## src/rtl/iqmap_multi.sv

```systemverilog
// rtl/iqmap_multi.sv - multi-mode (BPSK/QPSK/16QAM) IQ symbol mapper fed from a show-ahead FIFO
//
// Purpose:
//   Pops DW-bit words from a show-ahead reader FIFO and serialises each word,
//   LSB first, into BPSK, QPSK or Gray-coded 16QAM symbols. One signed I/Q
//   sample pair is produced per enabled cycle while a word is being mapped.
//   Consecutive words are mapped with no bubble when the FIFO is not empty
//   at the word boundary.
//
// Ports:
//   CLK         in   1    clock, rising edge
//   RST_N       in   1    asynchronous active-low reset
//   ce          in   1    clock enable; all state holds while low
//   mode        in   2    0=BPSK, 1=QPSK, 2=16QAM, 3=QPSK; sampled at word load only
//   valid_i     in   1    reader FIFO not empty
//   reader_data in   DW   FIFO head word (show-ahead)
//   reader_en   out  1    pop strobe (combinational)
//   xr / xi     out  OW   signed I / Q sample (registered)
//   valid_o     out  1    xr/xi valid strobe (registered)
//   valid_raw   out  1    same timing as valid_o
//   raw         out  4    source bits of the current symbol, LSB aligned

module iqmap_multi #(
  parameter int DW    = 128,
  parameter int OW    = 11,
  parameter int LVL_B = 1023,
  parameter int LVL_Q = 724,
  parameter int LVL_3 = 970,
  parameter int LVL_1 = 323
) (
  input  logic                 CLK,
  input  logic                 RST_N,
  input  logic                 ce,
  input  logic [1:0]           mode,
  input  logic                 valid_i,
  input  logic [DW-1:0]        reader_data,
  output logic                 reader_en,
  output logic signed [OW-1:0] xr,
  output logic signed [OW-1:0] xi,
  output logic                 valid_o,
  output logic                 valid_raw,
  output logic [3:0]           raw
);

  localparam int CW = $clog2(DW);

  localparam logic [1:0] M_BPSK  = 2'd0;
  localparam logic [1:0] M_QPSK  = 2'd1;
  localparam logic [1:0] M_QAM16 = 2'd2;

  // Index of the last symbol of a word for each modulation.
  localparam logic [CW-1:0] LAST_B  = CW'(DW - 1);
  localparam logic [CW-1:0] LAST_Q  = CW'(DW / 2 - 1);
  localparam logic [CW-1:0] LAST_16 = CW'(DW / 4 - 1);

  localparam logic signed [OW-1:0] POS_B = OW'(LVL_B);
  localparam logic signed [OW-1:0] NEG_B = -OW'(LVL_B);
  localparam logic signed [OW-1:0] POS_Q = OW'(LVL_Q);
  localparam logic signed [OW-1:0] NEG_Q = -OW'(LVL_Q);
  localparam logic signed [OW-1:0] POS_3 = OW'(LVL_3);
  localparam logic signed [OW-1:0] NEG_3 = -OW'(LVL_3);
  localparam logic signed [OW-1:0] POS_1 = OW'(LVL_1);
  localparam logic signed [OW-1:0] NEG_1 = -OW'(LVL_1);

  typedef enum logic {
    IDLE   = 1'b0,
    ACTIVE = 1'b1
  } state_t;

  state_t                state_q, state_d;
  logic [DW-1:0]         shift_q, shift_d;
  logic [CW-1:0]         count_q, count_d;
  logic [1:0]            mode_q,  mode_d;
  logic signed [OW-1:0]  xr_q,    xr_d;
  logic signed [OW-1:0]  xi_q,    xi_d;
  logic                  valid_q, valid_d;
  logic [3:0]            raw_q,   raw_d;

  logic [CW-1:0]         last_idx;
  logic                  at_last;
  logic [3:0]            sym_bits;
  logic signed [OW-1:0]  map_i;
  logic signed [OW-1:0]  map_q;
  logic [DW-1:0]         shift_next;
  logic [1:0]            mode_load;

  // Gray 16QAM axis: the high bit is the sign, the low bit picks the inner level.
  function automatic logic signed [OW-1:0] qam_level(input logic [1:0] b);
    if (b[1]) begin
      return b[0] ? POS_1 : POS_3;
    end else begin
      return b[0] ? NEG_1 : NEG_3;
    end
  endfunction

  // Symbol mapping from the low bits of the shift register, using the mode
  // latched with the word currently being serialised.
  always_comb begin
    last_idx   = LAST_Q;
    sym_bits   = '0;
    map_i      = '0;
    map_q      = '0;
    shift_next = shift_q >> 2;
    case (mode_q)
      M_BPSK: begin
        last_idx   = LAST_B;
        sym_bits   = {3'b000, shift_q[0]};
        map_i      = shift_q[0] ? POS_B : NEG_B;
        map_q      = '0;
        shift_next = shift_q >> 1;
      end
      M_QAM16: begin
        last_idx   = LAST_16;
        sym_bits   = shift_q[3:0];
        map_i      = qam_level(shift_q[1:0]);
        map_q      = qam_level(shift_q[3:2]);
        shift_next = shift_q >> 4;
      end
      default: begin
        last_idx   = LAST_Q;
        sym_bits   = {2'b00, shift_q[1:0]};
        map_i      = shift_q[0] ? POS_Q : NEG_Q;
        map_q      = shift_q[1] ? POS_Q : NEG_Q;
        shift_next = shift_q >> 2;
      end
    endcase
  end

  // Reserved mode 3 is folded into QPSK at load time so the datapath only
  // ever sees three encodings.
  always_comb begin
    case (mode)
      M_BPSK:  mode_load = M_BPSK;
      M_QAM16: mode_load = M_QAM16;
      default: mode_load = M_QPSK;
    endcase
  end

  assign at_last = (count_q == last_idx);

  // Pop when idle, or on the last symbol of the current word so the next
  // word starts on the very next cycle.
  always_comb begin
    reader_en = ce & valid_i &
                ((state_q == IDLE) | ((state_q == ACTIVE) & at_last));
  end

  always_comb begin
    state_d = state_q;
    shift_d = shift_q;
    count_d = count_q;
    mode_d  = mode_q;
    xr_d    = xr_q;
    xi_d    = xi_q;
    raw_d   = raw_q;
    valid_d = 1'b0;

    if (ce) begin
      if (state_q == ACTIVE) begin
        xr_d    = map_i;
        xi_d    = map_q;
        raw_d   = sym_bits;
        valid_d = 1'b1;
        shift_d = shift_next;
        count_d = count_q + CW'(1);
        if (at_last) begin
          state_d = IDLE;
        end
      end
      // A load overrides the end-of-word transition to IDLE.
      if (reader_en) begin
        shift_d = reader_data;
        mode_d  = mode_load;
        count_d = '0;
        state_d = ACTIVE;
      end
    end
  end

  always_ff @(posedge CLK or negedge RST_N) begin
    if (!RST_N) begin
      state_q <= IDLE;
      shift_q <= '0;
      count_q <= '0;
      mode_q  <= M_QPSK;
      xr_q    <= '0;
      xi_q    <= '0;
      valid_q <= 1'b0;
      raw_q   <= '0;
    end else begin
      state_q <= state_d;
      shift_q <= shift_d;
      count_q <= count_d;
      mode_q  <= mode_d;
      xr_q    <= xr_d;
      xi_q    <= xi_d;
      valid_q <= valid_d;
      raw_q   <= raw_d;
    end
  end

  assign xr        = xr_q;
  assign xi        = xi_q;
  assign raw       = raw_q;
  assign valid_o   = valid_q;
  assign valid_raw = valid_q;

endmodule

```

## config.mk

```make
export PLATFORM = sky130hd
export DESIGN_NAME = iqmap_multi
export DESIGN_NICKNAME = d
export VERILOG_FILES = /design/src/rtl/iqmap_multi.sv
export SDC_FILE = /design/constraint.sdc
export NUM_CORES = 1
export LEC_CHECK = 0
export BUFFER_PORTS_ARGS = -buffer_cell sky130_fd_sc_hd__buf_2
export CAP_MARGIN = 20
export CORE_UTILIZATION = 30
export DETAILED_ROUTE_END_ITERATION = 8
export HOLD_SLACK_MARGIN = 0.1
export PLACE_DENSITY = 0.54
export SYNTH_ARGS = -nofsm -noshare
export SYNTH_HDL_FRONTEND = slang
export SYNTH_SLANG_ARGS = --single-unit
```

## constraint.sdc

```tcl
create_clock -name CLK -period 2.8 [get_ports CLK]
set_input_delay 0.14 -clock CLK [delete_from_list [all_inputs] [get_ports CLK]]
set_output_delay 0.14 -clock CLK [all_outputs]
set_load 0.05 [all_outputs]
```

==> run_summary.xml <==
<?xml version="1.0" encoding="UTF-8"?>
<metrics>
  <group name="pwr">
    <metric name="clock_power_share" unit="">0.248</metric>
    <metric name="switchingPower" unit="W">0.003722</metric>
    <metric name="swShare" unit="">0.3748</metric>
    <metric name="internal-power" unit="W">0.006208</metric>
    <metric name="p_seq_frac" unit="">0.416</metric>
    <metric name="largest_voltage_drop_on_the_vdd_net" unit="mV">0.4271</metric>
    <metric name="power_density_relative_to_cell_area" unit="nW/um2">780.6</metric>
    <metric name="pwr-share-comb" unit="">0.336</metric>
    <metric name="power.static_leakage" unit="nW">5.476</metric>
  </group>
  <group name="worst_setup_path">
    <metric name="critical_path.reg2reg.startpoint" unit="">mode_q[0]</metric>
    <metric name="critical_path.max_fanout" unit="">55</metric>
    <metric name="worst_path_largest_cell_delay" unit="ns">0.63</metric>
    <metric name="critPathKind" unit="">register to register</metric>
    <metric name="worstSetupEndpointType" unit="">register</metric>
    <metric name="reg2reg_to" unit="">shift_q[67]</metric>
    <metric name="setup.worst_path.start" unit="">mode_q[0]</metric>
    <metric name="cp_data_arrival_time" unit="ns">2.82</metric>
    <metric name="worstPathCellList" unit="">nor4b_2, o31ai_2, a21oi_4, buf_4, a221o_1</metric>
    <metric name="r2r.worst_path.cells" unit="">5</metric>
    <metric name="crit_slowest_cell" unit="">buf_4</metric>
    <metric name="required" unit="ns">3.17</metric>
    <metric name="reg2reg_slack" unit="ns">0.35</metric>
    <metric name="critical_path.startpoint_type" unit="">register</metric>
  </group>
  <group name="global_route">
    <metric name="via_count_of_the_first_global_routing_pass" unit="">8116</metric>
    <metric name="grt_antenna_before_repair" unit="">0</metric>
    <metric name="grt_max_degree" unit="">162</metric>
    <metric name="grt_overflow_total" unit="">0</metric>
    <metric name="grt_pass1_wl" unit="um">45000</metric>
    <metric name="grt_usage" unit="">0.1702</metric>
  </group>
  <group name="detailed_routing">
    <metric name="route.antenna.remaining_nets" unit="">0</metric>
    <metric name="detailedRoute.firstPassIterationCount" unit="">5</metric>
    <metric name="vias" unit="">8418</metric>
    <metric name="detail_route.iter0.violations" unit="">512</metric>
    <metric name="drcViolationCount" unit="">0</metric>
    <metric name="wl_per_cell" unit="um">16.62</metric>
    <metric name="total_wirelength" unit="um">27520</metric>
    <metric name="viasPerCell" unit="">5.083</metric>
  </group>
  <group name="floorplan">
    <metric name="initial_utilization" unit="">0.3056</metric>
    <metric name="die_outline_area" unit="um2">32950</metric>
    <metric name="i_o_pin_count" unit="">163</metric>
    <metric name="placement_rows" unit="">65</metric>
    <metric name="die_x" unit="um">181.5</metric>
    <metric name="fp.coreArea" unit="um2">31640</metric>
    <metric name="die_y" unit="um">181.5</metric>
  </group>
  <group name="status">
    <metric name="status" unit="">finished clean</metric>
  </group>
  <group name="synth">
    <metric name="syn_avg_cell_area" unit="um2">9.669</metric>
    <metric name="synth.distinct_cells" unit="">42</metric>
    <metric name="yosys_most_used_dff" unit="">dfrtp_1</metric>
    <metric name="synthesis.instances" unit="">1000</metric>
    <metric name="synth_largest_type_area_fraction" unit="">0.4141</metric>
    <metric name="synth-async-reset-ratio" unit="">1.000</metric>
    <metric name="synth_area_leader" unit="">dfrtp_1</metric>
    <metric name="post_synth_instance_area" unit="um2">9669</metric>
    <metric name="synth_edf_count" unit="">0</metric>
    <metric name="yosys_warnings" unit="">0</metric>
    <metric name="yosysSeqAreaShare" unit="">0.4168</metric>
    <metric name="ys_top_cells_by_area" unit="">dfrtp_1 41%, a221o_1 13%, mux2i_1 13%</metric>
    <metric name="ys_ff_latch" unit="">161</metric>
    <metric name="synth_fp_nets" unit="">1137</metric>
  </group>
  <group name="sta">
    <metric name="fmaxAchievable" unit="MHz">408.1</metric>
    <metric name="worstMarginPinSlew" unit="ns">0.8643</metric>
    <metric name="final_period_minus_worst_setup_slack" unit="ns">2.451</metric>
    <metric name="grt_setup_unrepaired" unit="">false</metric>
    <metric name="fin_tns_setup" unit="ns">0</metric>
    <metric name="finalHoldViolations" unit="">0</metric>
    <metric name="final_max_slew_viol_count" unit="">0</metric>
    <metric name="min_period_over_period" unit="">0.8752</metric>
    <metric name="setup_violations" unit="">0</metric>
    <metric name="finalClockSkew" unit="ns">0.009762</metric>
    <metric name="max_slew_margin" unit="">0.4238</metric>
    <metric name="setup_ws" unit="ns">0.3494</metric>
  </group>
  <group name="hold_path">
    <metric name="min-delay-path-class" unit="">input port to register</metric>
    <metric name="worst_hold_path.endpoint" unit="">count_q[0]</metric>
    <metric name="min_path_cells" unit="">3</metric>
    <metric name="worst_hold_startpoint" unit="">valid_i</metric>
  </group>
  <group name="cells_and_area">
    <metric name="layout_common_cells" unit="">161 x buf_2, 159 x dfrtp_1, 155 x nand2_1</metric>
    <metric name="filler_cell_count" unit="">3145</metric>
    <metric name="multi_input_comb_area" unit="um2">5095</metric>
    <metric name="drive_gt1_frac" unit="">0.1826</metric>
    <metric name="antenna_cells" unit="">0</metric>
    <metric name="sequential_cell_area" unit="um2">4038</metric>
    <metric name="finalNetCount" unit="">1378</metric>
    <metric name="most_frequent_standard_cell_in_the_layout_excluding_fill_and_tap_cells" unit="">buf_2</metric>
    <metric name="layout-area-overhead-vs-synth" unit="%">31.56</metric>
  </group>
  <group name="clock_network">
    <metric name="h_tree_depth_reported_by_cts" unit="">4</metric>
    <metric name="tritoncts" unit="">done</metric>
    <metric name="cts.sink_count" unit="">161</metric>
    <metric name="worst_skew_late_latency" unit="ns">0.44</metric>
    <metric name="tritoncts.num_buffers" unit="">17</metric>
    <metric name="worst_setup_hold_path_clk_slew" unit="ns">0.07</metric>
    <metric name="postCtsSetupBuffers" unit="">0</metric>
    <metric name="cts_buffer_depth" unit="">2</metric>
    <metric name="resize_count_post_cts" unit="">0</metric>
    <metric name="post_cts_hold_buffer_count" unit="">133</metric>
    <metric name="clock-root-buffer" unit="">clkbuf_16</metric>
  </group>
  <group name="placed_design">
    <metric name="finalWeightedCongestion" unit="">0.7461</metric>
    <metric name="preCtsSetupSlack" unit="ns">0.3736</metric>
    <metric name="port-buffer-count" unit="">162</metric>
    <metric name="hpwlAfterDp" unit="um">16850</metric>
  </group>
  <group name="run">
    <metric name="max_cap_violations" unit="">0</metric>
  </group>
</metrics>
flip-flops by register name, indices dropped and copies added, names as in the netlist:
name     flops
shift_q    128
xr          10
xi           9
count_q      7
raw          3
mode_q       2
state_q      1
valid_o      1
stage by stage:
stage                     utilization  std cells  total power (W)  instance area, um2  hold slack (ns)
after floorplan                     -       1000         0.006422                9669          -0.1556
after global placement         0.3407       1491         0.007304               10780           0.1640
after detailed placement       0.3407       1491         0.007359               10780           0.1658
after CTS                      0.4021       1656          0.01003               12720           0.2096
after global routing           0.4021       1656          0.01061               12720           0.2321
final                          0.4021       1656         0.009930               12720           0.2355
worst max path at each step:
stage	to	slack (ns)	depth (start not counted)
after floorplan	shift_q[64]	1.03	7
after global placement	shift_q[62]	0.41	5
after detailed placement	shift_q[67]	0.37	5
after CTS	shift_q[67]	0.35	5
after global routing	shift_q[93]	0.21	5
final	shift_q[67]	0.35	5
area by class of cell:
cell class | count | share of cell area
clock buffer | 18 | 0.03452
clock inverter | 14 | 0.01357
inverter | 6 | 0.001770
multi-input combinational | 738 | 0.4005
sequential | 161 | 0.3174
tap | 402 | 0.03954
timing repair buffer | 317 | 0.1927
Yosys cell counts (all sizes together) (3+ instances only):
| cell | number |
|---|---|
| a21oi | 5 |
| a221o | 125 |
| and2 | 122 |
| and3 | 3 |
| buf | 60 |
| clkbuf | 35 |
| dfrtp | 160 |
| ha | 3 |
| inv | 6 |
| mux2i | 124 |
| nand2 | 155 |
| nand4 | 3 |
| nor2 | 21 |
| nor2b | 3 |
| o21a | 3 |
| o21ai | 135 |
| o22a | 4 |
| o31ai | 5 |
| xor2 | 5 |
power by group through the flow:
stage | combinational, W | clock, W | sequential [W]
3_3_place_gp | 0.00315 | 0 | 0.00415
5_1_grt | 0.00372 | 0.00262 | 0.00427
4_1_cts | 0.00337 | 0.00253 | 0.00413
3_5_place_dp | 0.00321 | 0 | 0.00415
6_report | 0.00333 | 0.00246 | 0.00413
2_1_floorplan | 0.00234 | 0 | 0.00408
metal layers:
metal | up-vias | GRT usage | routed length, um
met2 | 180 | 0.2694 | 12850
met4 | 0 | 0.03492 | 196
met5 | - | 0 | 0
li1 | 4138 | - | -
met3 | 12 | 0.03209 | 1032
met1 | 4088 | 0.2407 | 13440
kinds of logic after synthesis:
group | synth area share
XOR/XNOR | 0.004529
AO/OA/AOI/OAI | 0.2235
AND/OR/NAND/NOR | 0.1620
adder cells (fa/ha/maj) | 0.003882
multiplexers | 0.1307
flip-flops | 0.4168
buffers and inverters | 0.05862
worst max-delay path, delay by kind of cell (launching register included):
family | cells | cell delay [ns]
compound gates | 3 | 0.83
buf+inv | 1 | 0.63
flops | 1 | 0.50
simple gates | 1 | 0.38
Note: power is estimated with default switching activity, not from simulation.
